--- src/rtl/cal_pkg.sv ---
// Shared definitions for the calibration EEPROM page writer:
// FSM state encoding, page geometry and the default write-cycle wait.
package cal_pkg;

  localparam int CAL_WORDS      = 8;
  localparam int CAL_PAGE_BYTES = 32;
  localparam int CAL_FRAME_BITS = CAL_WORDS * 32;

  // 5 ms EEPROM internal write cycle at a 50 MHz clock
  localparam int T_WR_DEFAULT   = 250000;

  typedef enum logic [2:0] {
    IDLE     = 3'd0,
    SEND     = 3'd1,
    WAIT_ACK = 3'd2,
    WAIT_WR  = 3'd3,
    DONE     = 3'd4
  } cal_state_t;

endpackage

--- src/rtl/cal_wr_timer.sv ---
// Down-counter used to wait out the EEPROM internal write cycle.
// clr beats load, load beats counting; the counter parks at zero.
module cal_wr_timer #(
  parameter int W = 18
) (
  input  logic         clk,
  input  logic         rst_n,
  input  logic         clr,
  input  logic         load,
  input  logic [W-1:0] load_val,
  input  logic         count_en,
  output logic         zero
);

  logic [W-1:0] count;

  // Load / count-down register
  always_ff @(posedge clk or negedge rst_n) begin
    if (!rst_n) begin
      count <= '0;
    end else if (clr) begin
      count <= '0;
    end else if (load) begin
      count <= load_val;
    end else if (count_en && (count != '0)) begin
      count <= count - W'(1);
    end
  end

  assign zero = (count == '0);

endmodule

--- src/rtl/cal_eeprom_writer.sv ---
// Writes one 32-byte calibration frame per page into an I2C EEPROM through
// a byte-write controller, then waits out the EEPROM write cycle. Pages are
// used round-robin; go aborts everything and rewinds to page 0.
module cal_eeprom_writer
  import cal_pkg::*;
#(
  parameter logic [15:0] BASE_ADDR = 16'h0000,
  parameter int          NUM_PAGES = 8,
  parameter int          T_WR      = T_WR_DEFAULT
) (
  input  logic                      clk,
  input  logic                      rst_n,
  input  logic                      go,
  input  logic                      frame_valid,
  input  logic [CAL_FRAME_BITS-1:0] frame_data,
  output logic                      frame_ready,
  output logic                      eep_wr_en,
  output logic [15:0]               eep_addr,
  output logic [7:0]                eep_wdata,
  input  logic                      eep_done,
  input  logic                      eep_err,
  output logic                      busy,
  output logic                      done,
  output logic                      err
);

  localparam int TW = (T_WR > 1) ? $clog2(T_WR) : 1;
  localparam int PW = (NUM_PAGES > 1) ? $clog2(NUM_PAGES) : 1;
  localparam logic [TW-1:0] WR_LOAD   = TW'(T_WR - 1);
  localparam logic [PW-1:0] LAST_PAGE = PW'(NUM_PAGES - 1);
  localparam logic [4:0]    LAST_BYTE = 5'(CAL_PAGE_BYTES - 1);

  cal_state_t                state;
  logic [CAL_FRAME_BITS-1:0] frame_q;
  logic [4:0]                byte_idx;
  logic [PW-1:0]             page_ptr;
  logic                      tmr_load;
  logic                      tmr_zero;
  logic [7:0]                page_bytes [CAL_PAGE_BYTES];

  // Byte select: data1 first, each word MSB byte first
  for (genvar gi = 0; gi < CAL_PAGE_BYTES; gi++) begin : g_bytes
    assign page_bytes[gi] = frame_q[CAL_FRAME_BITS-1-8*gi -: 8];
  end

  assign eep_wdata   = page_bytes[byte_idx];
  assign eep_addr    = BASE_ADDR + (16'(page_ptr) * 16'(CAL_PAGE_BYTES)) + {11'b0, byte_idx};
  assign frame_ready = (state == IDLE) && !go;
  assign busy        = (state != IDLE);

  // Last byte acknowledged cleanly: start the write-cycle wait
  assign tmr_load = (state == WAIT_ACK) && eep_done && !eep_err && (byte_idx == LAST_BYTE);

  cal_wr_timer #(.W(TW)) u_timer (
    .clk      (clk),
    .rst_n    (rst_n),
    .clr      (go),
    .load     (tmr_load),
    .load_val (WR_LOAD),
    .count_en (state == WAIT_WR),
    .zero     (tmr_zero)
  );

  // Page-write FSM; eep_wr_en and done are registered alongside the state
  always_ff @(posedge clk or negedge rst_n) begin
    if (!rst_n) begin
      state     <= IDLE;
      frame_q   <= '0;
      byte_idx  <= '0;
      page_ptr  <= '0;
      err       <= 1'b0;
      done      <= 1'b0;
      eep_wr_en <= 1'b0;
    end else if (go) begin
      state     <= IDLE;
      byte_idx  <= '0;
      page_ptr  <= '0;
      err       <= 1'b0;
      done      <= 1'b0;
      eep_wr_en <= 1'b0;
    end else begin
      eep_wr_en <= 1'b0;
      done      <= 1'b0;
      case (state)
        IDLE: begin
          if (frame_valid) begin
            frame_q   <= frame_data;
            byte_idx  <= '0;
            err       <= 1'b0;
            eep_wr_en <= 1'b1;
            state     <= SEND;
          end
        end
        SEND: state <= WAIT_ACK;
        WAIT_ACK: begin
          if (eep_done) begin
            if (eep_err) begin
              err   <= 1'b1;
              state <= IDLE;
            end else if (byte_idx == LAST_BYTE) begin
              state <= WAIT_WR;
            end else begin
              byte_idx  <= byte_idx + 5'd1;
              eep_wr_en <= 1'b1;
              state     <= SEND;
            end
          end
        end
        WAIT_WR: begin
          if (tmr_zero) begin
            done  <= 1'b1;
            state <= DONE;
          end
        end
        DONE: begin
          page_ptr <= (page_ptr == LAST_PAGE) ? '0 : page_ptr + PW'(1);
          state    <= IDLE;
        end
        default: state <= IDLE;
      endcase
    end
  end

endmodule

--- config.mk ---
export PLATFORM = sky130hd
export DESIGN_NAME = cal_eeprom_writer
export DESIGN_NICKNAME = d
export VERILOG_FILES = /design/src/rtl/cal_pkg.sv /design/src/rtl/cal_wr_timer.sv /design/src/rtl/cal_eeprom_writer.sv
export SDC_FILE = /design/constraint.sdc
export NUM_CORES = 1
export LEC_CHECK = 0
export ABC_AREA = 1
export BUFFER_PORTS_ARGS = -buffer_cell sky130_fd_sc_hd__buf_2
export CORE_MARGIN = 5
export CORE_UTILIZATION = 45
export CTS_BUF_LIST = sky130_fd_sc_hd__clkbuf_8 sky130_fd_sc_hd__clkbuf_16
export CTS_CLUSTER_SIZE = 24
export DETAILED_ROUTE_END_ITERATION = 10
export GPL_TIMING_DRIVEN = 0
export PLACE_DENSITY_LB_ADDON = 0.08
export SLEW_MARGIN = 40
export SYNTH_ARGS = -nofsm -noshare
export SYNTH_HDL_FRONTEND = slang
export SYNTH_SLANG_ARGS = --single-unit
--- constraint.sdc ---
create_clock -name clk -period 2.1 [get_ports clk]
set_input_delay 0 -clock clk [delete_from_list [all_inputs] [get_ports clk]]
set_output_delay 0 -clock clk [all_outputs]
set_load 0.01 [all_outputs]
== Word-level counts from Yosys, hierarchy flattened ==
Cells that the tools add are included.

* Flip-flop bits (word level): 288
* Output and inout bits: 29

* Add/sub/neg operators: 4
* Equality and inequality tests: 12
* Reductions and logical operators: 18
* Order comparisons: 1
* Muxes and demuxes: 36
* Bitwise gates (word level): 2

{| class="wikitable"
|+ Operator list
! cell !! number
|-
| 18-bit 2-to-1 mux || 3
|-
| 8-bit binary-select mux with 5-bit select || 1
|-
| 5-bit 2-to-1 mux || 5
|-
| 3-bit 2-to-1 mux || 7
|-
| 18-bit zero test || 1
|-
| 3-bit != test (second input constant) || 6
|-
| 18-bit nonzero test || 1
|-
| 18-bit by 1-bit subtractor with 18-bit output (second input constant) || 1
|-
| 8-bit 2-to-1 mux || 2
|-
| 1-bit 2-to-1 mux || 12
|-
| 3-bit case mux with 4 select lines || 1
|-
| 5-bit case mux with 2 select lines || 1
|-
| 8-bit by 5-bit adder with 9-bit output || 1
|-
| 3-bit nonzero test || 3
|-
| 3-bit by 2-bit == test with 1-bit output (second input constant) || 2
|-
| 3-bit == test (second input constant) || 2
|-
| 6-bit greater-or-equal comparator (second input constant) || 1
|-
| 5-bit NOT with 6-bit output || 1
|-
| 3-bit AND reduction || 2
|-
| 5-bit by 1-bit adder with 5-bit output (second input constant) || 1
|-
| 5-bit == test (second input constant) || 1
|-
| 1-bit logical AND || 5
|-
| 5-bit AND reduction || 1
|-
| 2-bit 2-to-1 mux || 2
|-
| other kinds (8) || 10
|}

== Depth between registers and ports, before layout ==
* Word-level depth: 6
* Mapped depth: 14

== Modules after synthesis ==
A second synthesis with hierarchy kept.

* Cell total of the unflattened synthesis: 1797
* Area total of the unflattened synthesis: 15740.1 um2

{| class="wikitable"
|+ By module, submodules not included
! module !! sequential area each (um2) !! cells an instance !! instances !! area each (um2)
|-
| cal_eeprom_writer || 6756.5 || 1578 || 1 || 14229.9
|-
| cal_wr_timer || 450.4 || 219 || 1 || 1510.2
|}

== Worst setup path after synthesis ==
Ideal clock, no wire load.

* Path kind: reg2reg
* From: reg byte_idx[0]
* To: reg u_timer.count[10]
* Arrival: 1.722 ns
* Library setup time: 0.118 ns
* Required time: 1.982 ns
* Slack: 0.260 ns
* Path buffers: 1
* Stages on the path, launching flop included: 15
* Period minus slack after synthesis: 1.840 ns
* Cell sequence: dfrtp_1 > ha_1 > inv_1 > nor2_1 > ha_1 > inv_1 > nor2_1 > nand3_2 > nand2_1 > inv_2 > nand2_4 > inv_4 > buf_6 > nand2_1 > nand2_1

* Word-level cells in the longest chain between the ends: 4

{| class="wikitable"
|+ Ends and longest elaborated chain
! item !! RTL line !! text
|-
| start: declaration || cal_eeprom_writer.sv:35 || <nowiki>logic [4:0] byte_idx;</nowiki>
|-
| start signal: assignment || cal_eeprom_writer.sv:103 || <nowiki>byte_idx <= byte_idx + 5'd1;</nowiki>
|-
| 5-bit == test * || cal_eeprom_writer.sv:52 || <nowiki>assign tmr_load = (state == WAIT_ACK) && eep_done && !eep_err && (byte_idx == LAST_BYTE);</nowiki>
|-
| 1-bit logical AND * || cal_eeprom_writer.sv:52 ||
|-
| 18-bit 2-to-1 mux || cal_wr_timer.sv:23 || <nowiki>end else if (load) begin</nowiki>
|-
| 18-bit 2-to-1 mux || cal_wr_timer.sv:21 || <nowiki>end else if (clr) begin</nowiki>
|-
| end signal: assignment || cal_wr_timer.sv:24 || <nowiki>count <= load_val;</nowiki>
|-
| end signal: assignment || cal_wr_timer.sv:26 || <nowiki>count <= count - W'(1);</nowiki>
|-
| end: declaration || cal_wr_timer.sv:15 || <nowiki>logic [W-1:0] count;</nowiki>
|}

Every way passes the cells marked *; elsewhere a longest branch is shown, timed or not.
A chain may end at the register's enable or synchronous reset.

== Worst setup path in the final report ==
* From: reg byte_idx[0]
* To: out eep_wdata[7]

* Word-level cells in the longest chain between the ends: 4

{| class="wikitable"
|+ Ends and longest elaborated chain
! item !! RTL line !! text
|-
| 5-bit NOT with 6-bit output (not written as such) || cal_eeprom_writer.sv:46 || <nowiki>assign eep_wdata = page_bytes[byte_idx];</nowiki>
|-
| 8-bit binary-select mux with 5-bit select || cal_eeprom_writer.sv:46 ||
|-
| 8-bit 2-to-1 mux (not written as such) (2 in a row) || cal_eeprom_writer.sv:46 ||
|-
| end: declaration || cal_eeprom_writer.sv:19 || <nowiki>output logic [7:0] eep_wdata,</nowiki>
|}

No other way between the ends. The select of a mux whose other input is x is not followed.

==> metrics.txt <==
GP Congestion=slightly below 0.9; Final Hold Fails=0; largest fanout on the critical path=10; Top Layer Used=met5; Port Buffers=282; syn_area_per_cell=approximately 11 sq um; fin crit share=108%; initial antenna violation count=5; worst min path class=input pin to async pin; P&R area growth vs syn=45.1%; starting density of the core=between 40% and 50%; Max VDD drop=around 0.76 mV; root buffer cell=clkbuf_16; Pwr Total=about 0.028 W; Avg Vias per Cell=approximately 5; # H-tree levels=2; WP buf/inv=6; worst path cell trace=buf_12 -> clkinv_8 -> buf_12 -> clkbuf_16 -> o21ai_0 -> nand3_1 -> nand3_2 -> nand2_1 -> nand2_2 -> inv_2 -> buf_6; RSZ-0062 raised after global routing=true; Clock Path Buffers=3; CP Data Required Time=between 2 and 2.5 ns; CP arrival=approximately 2.3 ns; P_leak=11.0 nW; synth top area cells=dfrtp_1, mux2_4, nor2_1; Period minus WS final=2.27 ns; post-route antenna net violation count=0; TritonCTS clock tree=built; Final WS setup=-0.169 ns; cell repeated most along the worst path=buf_12; PwrDens=about 1300 nW/um^2; Worst Setup Start Kind=register; Die Y=just under 200 um; Total Nets Final=2293; Synth top area share=47.8%; met2 wire length=23.6 mm; met3 wire length=2.69 mm; Synth top cells by count=dfrtp_1, mux2_4, nor2_1; DRT Pass-1 Iters=5; Clk pin slew, worst setup/hold paths=roughly 0.060 ns; EDFF count, synth=0; clock skew=roughly 0.014 ns; flops & latches, synth=about 290; first-pass GRT wire length=approximately 77 mm; CP top delay family=buffers and inverters; WL final=50.1 mm; register area share after synthesis=47.8%; placed cells=around 2200; row count=67; M1 WL=21.9 mm; max-slew violation count=0; CP Class=register to primary output; final std cells w/o fill=between 2000 and 3000; drt initial violations=about 640; DIE AREA=roughly 37000 sq um; Overall Global Routing Usage=a little over a quarter; # DRC=0; Ys Warns=0; largest net degree at the start of global routing=73; Max Freq=roughly 440 MHz; CP max-delay cell=dfrtp_2; mapped cell area=15100 sq um; Async SR Flop Fraction=100%; Mapped Cells=1422; grt ovf=0; Yosys top cell by area=dfrtp_1; max incr delay on CP=0.38 ns; count leader, synth=dfrtp_1; DR WL/cell=20.0 um; max-cap viol count=0; Setup-failing EPs final=18; Sink Count=288; DPL Wire Length=roughly 34 mm; clock buffer count from CTS=36; layout cells sized above 1=between 30% and 40%; vias in the first global route=about 14000; Worst-Skew Late Latency=between 0.5 and 0.6 ns; failing checks=setup timing; run status=complete, but fails checks; Synth Flop Type=dfrtp_1; Die Width=between 150 and 200 um; critical path endpoint category=primary output; via count=between 10000 and 15000; Synth cell types=38; number of I/O pins=about 290; core area=approximately 33000 sq um
==> final timing paths <==
check                                     to  slack, ns            from  cells past startpoint
setup reg to reg           u_timer.count[10]      -0.05     byte_idx[0]                     15
hold reg to reg                 frame_q[180]       0.50    frame_q[180]                      1
setup / recovery                eep_wdata[7]      -0.17     byte_idx[0]                     11
min in group clk                 frame_q[97]       0.24  frame_data[97]                      3
max in group asynchronous         frame_q[8]       1.25           rst_n                      3
hold / removal                   frame_q[24]       0.13           rst_n                      3
==> logic make-up after synthesis <==
logic type	after synthesis	synth area share [%]
AND/OR/NAND/NOR	576	15.9
flip-flops	288	47.8
multiplexers	248	24.6
AO/OA/AOI/OAI	157	5.69
buffers and inverters	144	5.44
adder cells (fa/ha/maj)	5	0.415
XOR/XNOR	3	0.174
other	1	0.0248
==> worst reg2reg max path, stage by stage (launching register included) <==
cell	delay (ns)
dfrtp_2	0.38
buf_12	0.14
ha_2	0.21
inv_1	0.05
nor2_1	0.12
ha_1	0.16
inv_1	0.10
nor2_2	0.14
nand3_2	0.12
nand2_2	0.10
inv_4	0.07
nand2_4	0.12
inv_4	0.07
buf_6	0.14
nand2_1	0.06
nand2_1	0.06
==> registers in the layout (all words and copies together) (netlist names) <==
register	flops
frame_q	256
state	3
byte_idx	5
eep_wr_en	1
page_ptr	3
done	1
err	1
u_timer.count	18
==> final cells by class <==
cell class | instances | area [sq um]
sequential | 288 | 7210
antenna | 5 | 12.5
inverter | 54 | 224
clock inverter | 18 | 184
buffer | 87 | 928
fill | 2590 | 11400
tap | 448 | 561
timing repair buffer | 561 | 4380
multi-input combinational | 998 | 7360
clock buffer | 45 | 1040
==> cells in the final DEF, fill, tap and decap left out, drive strengths merged <==
master / instances
a21oi: 28
clkinvlp: 2
clkinv: 7
o211ai: 25
o21ai: 102
nand3: 109
a31oi: 1
o31ai: 1
nand4: 4
or2: 1
mux2: 248
diode: 5
nor2: 237
bufinv: 4
inv: 59
xnor2: 1
ha: 5
o21a: 1
clkbuf: 68
buf: 363
dlygate4sd3: 262
dfrtp: 288
nand2: 217
xor2: 2
nand3b: 1
conb: 8
nor3: 5
nor4: 2
==> metal layers <==
| layer | vias to the layer above | global-route usage, % |
|---|---|---|
| li1 | 5965 | - |
| met1 | 6104 | 35.9 |
| met2 | 375 | 43.5 |
| met3 | 104 | 4.32 |
| met4 | 2 | 9.91 |
| met5 | - | 0 |
==> per-stage QoR <==
step | instance area (sq um) | hold WS, ns | setup slack [ns] | utilization, % | TNS [ns]
global placement | 17100 | 0.232 | -4.67 | 51.3 | -1339.80
global route | 21900 | 0.168 | -0.239 | 65.8 | -3.91
CTS | 21700 | 0.139 | -0.221 | 65.1 | -3.21
floorplan | 15100 | -0.296 | 0.260 | - | 0
detailed placement | 17200 | -0.171 | -0.401 | 51.7 | -5.20
finish | 21900 | 0.129 | -0.169 | 65.8 | -1.55
==> what timing repair did <==
item                                   4_1_cts  5_1_grt
hold buffers                               262        0
pin swaps                                   29       48
endpoints found under the hold margin      550        0
setup buffers                                5        4
resized for setup                          153       83
gates cloned                                 5        0
setup endpoints to repair                   27       30
==> where the power goes <==
| part | internal (W) | total, W | switching (W) |
|---|---|---|---|
| Combinational | 0.00643 | 0.0113 | 0.00485 |
| Clock | 0.00396 | 0.00635 | 0.00240 |
| Sequential | 0.00824 | 0.00996 | 0.00172 |
(Power assumes the default switching activity.)
